File: src/rtl/regfile_wb_arbiter.sv
// Write-back arbiter: two requesters share one register-file write port.
// Round-robin grant, one registered write per cycle, plus a bypass query.
//
// Ports:
//   clk, reset            clock and synchronous active-high reset
//   stall                 blocks every grant this cycle
//   a_valid/a_wa/a_wd     requester A write request
//   a_ready               A granted this cycle (combinational)
//   b_valid/b_wa/b_wd     requester B write request
//   b_ready               B granted this cycle (combinational)
//   regwrite/wa/wd        registered write port to the register file
//   q_addr                bypass query address
//   q_hit/q_data          bypass result (combinational)
//   last_b                most recent grant went to B
module regfile_wb_arbiter #(
  parameter int WIDTH   = 32,
  parameter int REGBITS = 5
) (
  input  logic               clk,
  input  logic               reset,
  input  logic               stall,
  input  logic               a_valid,
  input  logic [REGBITS-1:0] a_wa,
  input  logic [WIDTH-1:0]   a_wd,
  output logic               a_ready,
  input  logic               b_valid,
  input  logic [REGBITS-1:0] b_wa,
  input  logic [WIDTH-1:0]   b_wd,
  output logic               b_ready,
  output logic               regwrite,
  output logic [REGBITS-1:0] wa,
  output logic [WIDTH-1:0]   wd,
  input  logic [REGBITS-1:0] q_addr,
  output logic               q_hit,
  output logic [WIDTH-1:0]   q_data,
  output logic               last_b
);

  // 1 means B wins the next contested cycle
  logic ptr_b;
  logic open;

  // Grants look only at valid, stall, reset and pointer
  assign open    = !reset && !stall;
  assign a_ready = open && a_valid && (!b_valid || !ptr_b);
  assign b_ready = open && b_valid && (!a_valid || ptr_b);

  // Register 0 is hardwired; its writes are consumed but never enabled
  always_ff @(posedge clk) begin
    if (reset) begin
      regwrite <= 1'b0;
      wa       <= '0;
      wd       <= '0;
      last_b   <= 1'b0;
      ptr_b    <= 1'b0;
    end else if (a_ready) begin
      regwrite <= (a_wa != '0);
      wa       <= a_wa;
      wd       <= a_wd;
      last_b   <= 1'b0;
      ptr_b    <= 1'b1;
    end else if (b_ready) begin
      regwrite <= (b_wa != '0);
      wa       <= b_wa;
      wd       <= b_wd;
      last_b   <= 1'b1;
      ptr_b    <= 1'b0;
    end else begin
      regwrite <= 1'b0;
    end
  end

  assign q_hit  = regwrite && (q_addr == wa);
  assign q_data = q_hit ? wd : '0;

endmodule
File: config.mk
export PLATFORM = sky130hd
export DESIGN_NAME = regfile_wb_arbiter
export DESIGN_NICKNAME = d
export VERILOG_FILES = /design/src/rtl/regfile_wb_arbiter.sv
export SDC_FILE = /design/constraint.sdc
export NUM_CORES = 1
export LEC_CHECK = 0
export ABC_CLOCK_PERIOD_IN_PS = 3300
export CAP_MARGIN = 5
export CORE_ASPECT_RATIO = 0.6
export CORE_MARGIN = 2
export CORE_UTILIZATION = 42
export DETAILED_ROUTE_END_ITERATION = 8
export GPL_TIMING_DRIVEN = 0
export HOLD_SLACK_MARGIN = 0.02
export PLACE_DENSITY = 0.95
export SETUP_SLACK_MARGIN = 0.2
export SLEW_MARGIN = 10
export SYNTH_ARGS = -nofsm -noshare
export SYNTH_HDL_FRONTEND = slang
export SYNTH_SLANG_ARGS = --single-unit
File: constraint.sdc
create_clock -name clk -period 3.3 [get_ports clk]
set_input_delay 0.495 -clock clk [delete_from_list [all_inputs] [get_ports clk]]
set_output_delay 0.495 -clock clk [all_outputs]
set_load 0.01 [all_outputs]
==> results of run 1 <==
[worst max-delay path, cell delays in order]
cell,delay (ns)
clkdlybuf4s50_1,0.47
xnor2_1,0.11
nand2_1,0.26
buf_1,0.33
nor3_1,0.23
clkdlybuf4s50_1,0.58
[power groups by stage]
stage | Sequential, W | Combinational, W | Clock [W]
finish | 0.000542 | 0.000408 | 0.000350
global route | 0.000545 | 0.000436 | 0.000380
CTS | 0.000541 | 0.000405 | 0.000348
detailed placement | 0.000552 | 0.000401 | 0
global placement | 0.000550 | 0.000393 | 0
floorplan | 0.000560 | 0.000171 | 0
[metal layers]
metal  share of wire, %  routed length, um
met1                 44               4720
met2                 45               4870
met3                 10               1090
met4               0.84                 91
met5                  0                  0
[flip-flops by register name, indices dropped and copies added (netlist names)]
register and flops:
regwrite 1, wa 5, ptr_b 1, last_b 1, wd 32
[layout make-up]
| cell class | count | area (um^2) |
|---|---|---|
| clock buffer | 6 | 82.6 |
| tap | 84 | 105 |
| buffer | 44 | 250 |
| clock inverter | 2 | 10.0 |
| multi-input combinational | 206 | 1600 |
| inverter | 33 | 124 |
| timing repair buffer | 158 | 1580 |
| fill | 503 | 1700 |
| sequential | 40 | 801 |
[through the flow]
| step | power [W] | util, % |
|---|---|---|
| finish | 0.00130 | 72.8 |
| global route | 0.00136 | 72.8 |
| CTS | 0.00129 | 72.9 |
| detailed placement | 0.000953 | 71.1 |
| global placement | 0.000943 | 71.1 |
| floorplan | 0.000731 | - |
[final timing paths]
| path | start | to | slack, ns | depth (start not counted) |
|---|---|---|---|---|
| worst max register to register | ptr_b | wd[16] | 1.83 | 4 |
| worst min-delay path | ptr_b | ptr_b | 0.52 | 2 |
| worst min register to register | ptr_b | ptr_b | 0.52 | 2 |
| worst max-delay path | q_addr[0] | q_data[25] | 0.32 | 6 |
[cells in the final DEF, fill, tap and decap left out, drive strengths merged, types with 9 or more instances in the layout]
master	instances
clkdlybuf4s50	156
nor3	34
inv	33
and4b	33
clkbuf	23
nor4	33
a2111oi	33
buf	29
nand4	9
dfxtp	40
a21oi	33
[cell families (layout without fill, tap and decap cells)]
family / count (synthesis) / in the layout / share of synthesized area (%)
flip-flops: 40 / 40 / 28.8
buffers and inverters: 78 / 243 / 13.6
AO/OA/AOI/OAI: 77 / 77 / 24.5
AND/OR/NAND/NOR: 124 / 124 / 31.5
XOR/XNOR: 5 / 5 / 1.58
==> key figures, run 1 <==
STA
  – Post-route clock skew: 0.00513 ns
  – Share of the clock period used by the worst path after layout: 90.4%
  – Pins over their slew limit: 0
  – Final Hold Fails: 0
  – Tmin final: 2.98 ns
  – Number of failing setup endpoints in the final timing report: 0
  – Setup repair after global routing missed its margin: false
  – Worst-Margin Slew: 0.521 ns
  – Slew Limit Headroom: 65.3%
  – Maximum clock rate: 335 MHz
  – Min Hold Slack: 0.525 ns
  – Summed negative setup slack over all endpoints: 0 ns
  – Final Worst Setup Slack: 0.316 ns

Routing
  – Detailed Route Iter0 Violations: 213
  – Drt drc: 0
  – DR pass1 iterations: 5
  – Antenna Nets Post-Route: 0
  – Routed wire per std cell: 18.8 um
  – Per-cell via count in the routed design: 5.95
  – Total via count in the routed design: 3,408
  – Wire length after detailed routing: 10.8 mm

Yosys
  – Library cell with the largest summed area after synthesis: dfxtp_1
  – Post-Synthesis Net Count: 408
  – Distinct cells, synth: 29
  – Post-synth EDFFs: 0
  – Post-synth ARST share: 0%
  – Biggest area contributors in the synthesized netlist: dfxtp_1, a2111oi_2, and4b_1
  – Synth cell count leaders: dfxtp_1, nor3_1, a21oi_1, and4b_1, inv_1
  – Total of warnings raised by yosys: 0
  – Main synth FF type: dfxtp_1
  – Most common cell in the synthesized netlist: dfxtp_1
  – Share of synthesized area occupied by flip-flops and latches: 28.8%
  – Top cell type's share of synthesized area: 28.8%
  – Synth Cell Area: 2780 um^2
  – Mean Syn Cell Area: 8.58 um^2
  – Cells after Synth: 324
  – Number of synthesized register bits: 40

Critical path
  – Crit path launch type: input port
  – Setup Crit Path Kind: in -> out
  – Type of destination of the critical path: output port
  – Highest fanout seen on the critical path: 10
  – Critical path arrival: 2.49 ns
  – Data required time at the worst endpoint: 2.80 ns

Clock network
  – Sinks on Clock Net: 40
  – Number of buffers added by the clock tree synthesis step: 5
  – Deepest clock path buffer count: 2
  – CTS-repair resized insts: 0
  – Clk_lat worst skew: 0.30 ns
  – H-tree depth: 2
  – Clk pin slew, worst setup/hold paths: 0.08 ns
  – TritonCTS clock tree: done
  – Cts hold-fix bufs: 0
  – Setup repair bufs after CTS: 2
  – Cell at the root of the clock tree: clkbuf_8

GRT
  – Via count of the first global-routing pass: 3,181
  – M3 GR Usage: 6.65%
  – GRT Util Overall: 29.6%
  – Pin count of the biggest net entering global routing: 13
  – Fraction of met1 tracks used by global routing: 40.7%
  – Busiest metal layer after global routing: met2
  – Antenna violations before repair: 0
  – Total grt overflow: 0
  – First-pass GRT wire length: 16.5 mm
  – Met2 capacity usage during global routing: 47.5%

Die
  – Die area: 7300 um^2
  – Row cnt: 22
  – Effective utilization at floorplan: 44.5%
  – Die Y-Extent: 67.0 um
  – Total I/O pin count: 158
  – Die width: 109 um
  – Area of the core: 6250 um^2

Pwr
  – PD cells: 286 nW/um^2
  – Switch share: 31.2%
  – Power spent charging and discharging nets: 0.000405 W
  – Relative contribution of combinational cells to total power: 31.4%
  – Internal Pwr Total: 0.000894 W
  – Cell leakage power: 1.54 nW
  – Worst voltage drop across the vdd grid: 175 uV
  – Power share of the clock group: 26.9%
  – Reg power frac: 41.7%

Final layout
  – Final-stage net count: 572
  – Count of placed standard cells in the final layout, fillers left out: 573
  – Design Area, Final: 4550 um^2
  – Ant diodes: 0
  – Growth of design area from synthesis to finish: 63.7%
  – Fraction of layout instances using a drive strength above 1: 13.5%

Placement
  – Post-DP HPWL: 8.22 mm
  – Placed cells: 564
  – Number of buffers added on ports: 156
  – Final weighted congestion in routability-driven placement: 0.901
  – Cell area reported after detailed placement: 4450 um^2
  – Worst setup slack after placement: 0.104 ns

Status
  – Run status: complete, no violations

Hold path
  – Path class of the lowest-slack min-delay path: reg -> reg

Job
  – Maximum Capacitance Violations: 0
(Power assumes the default switching activity.)
==> run 2: changes to the inputs <==
Settings changed: SLEW_MARGIN 10 to 15.
==> results of run 2 <==
No change in the layout: final DEF, timing and power equal those of run 1.
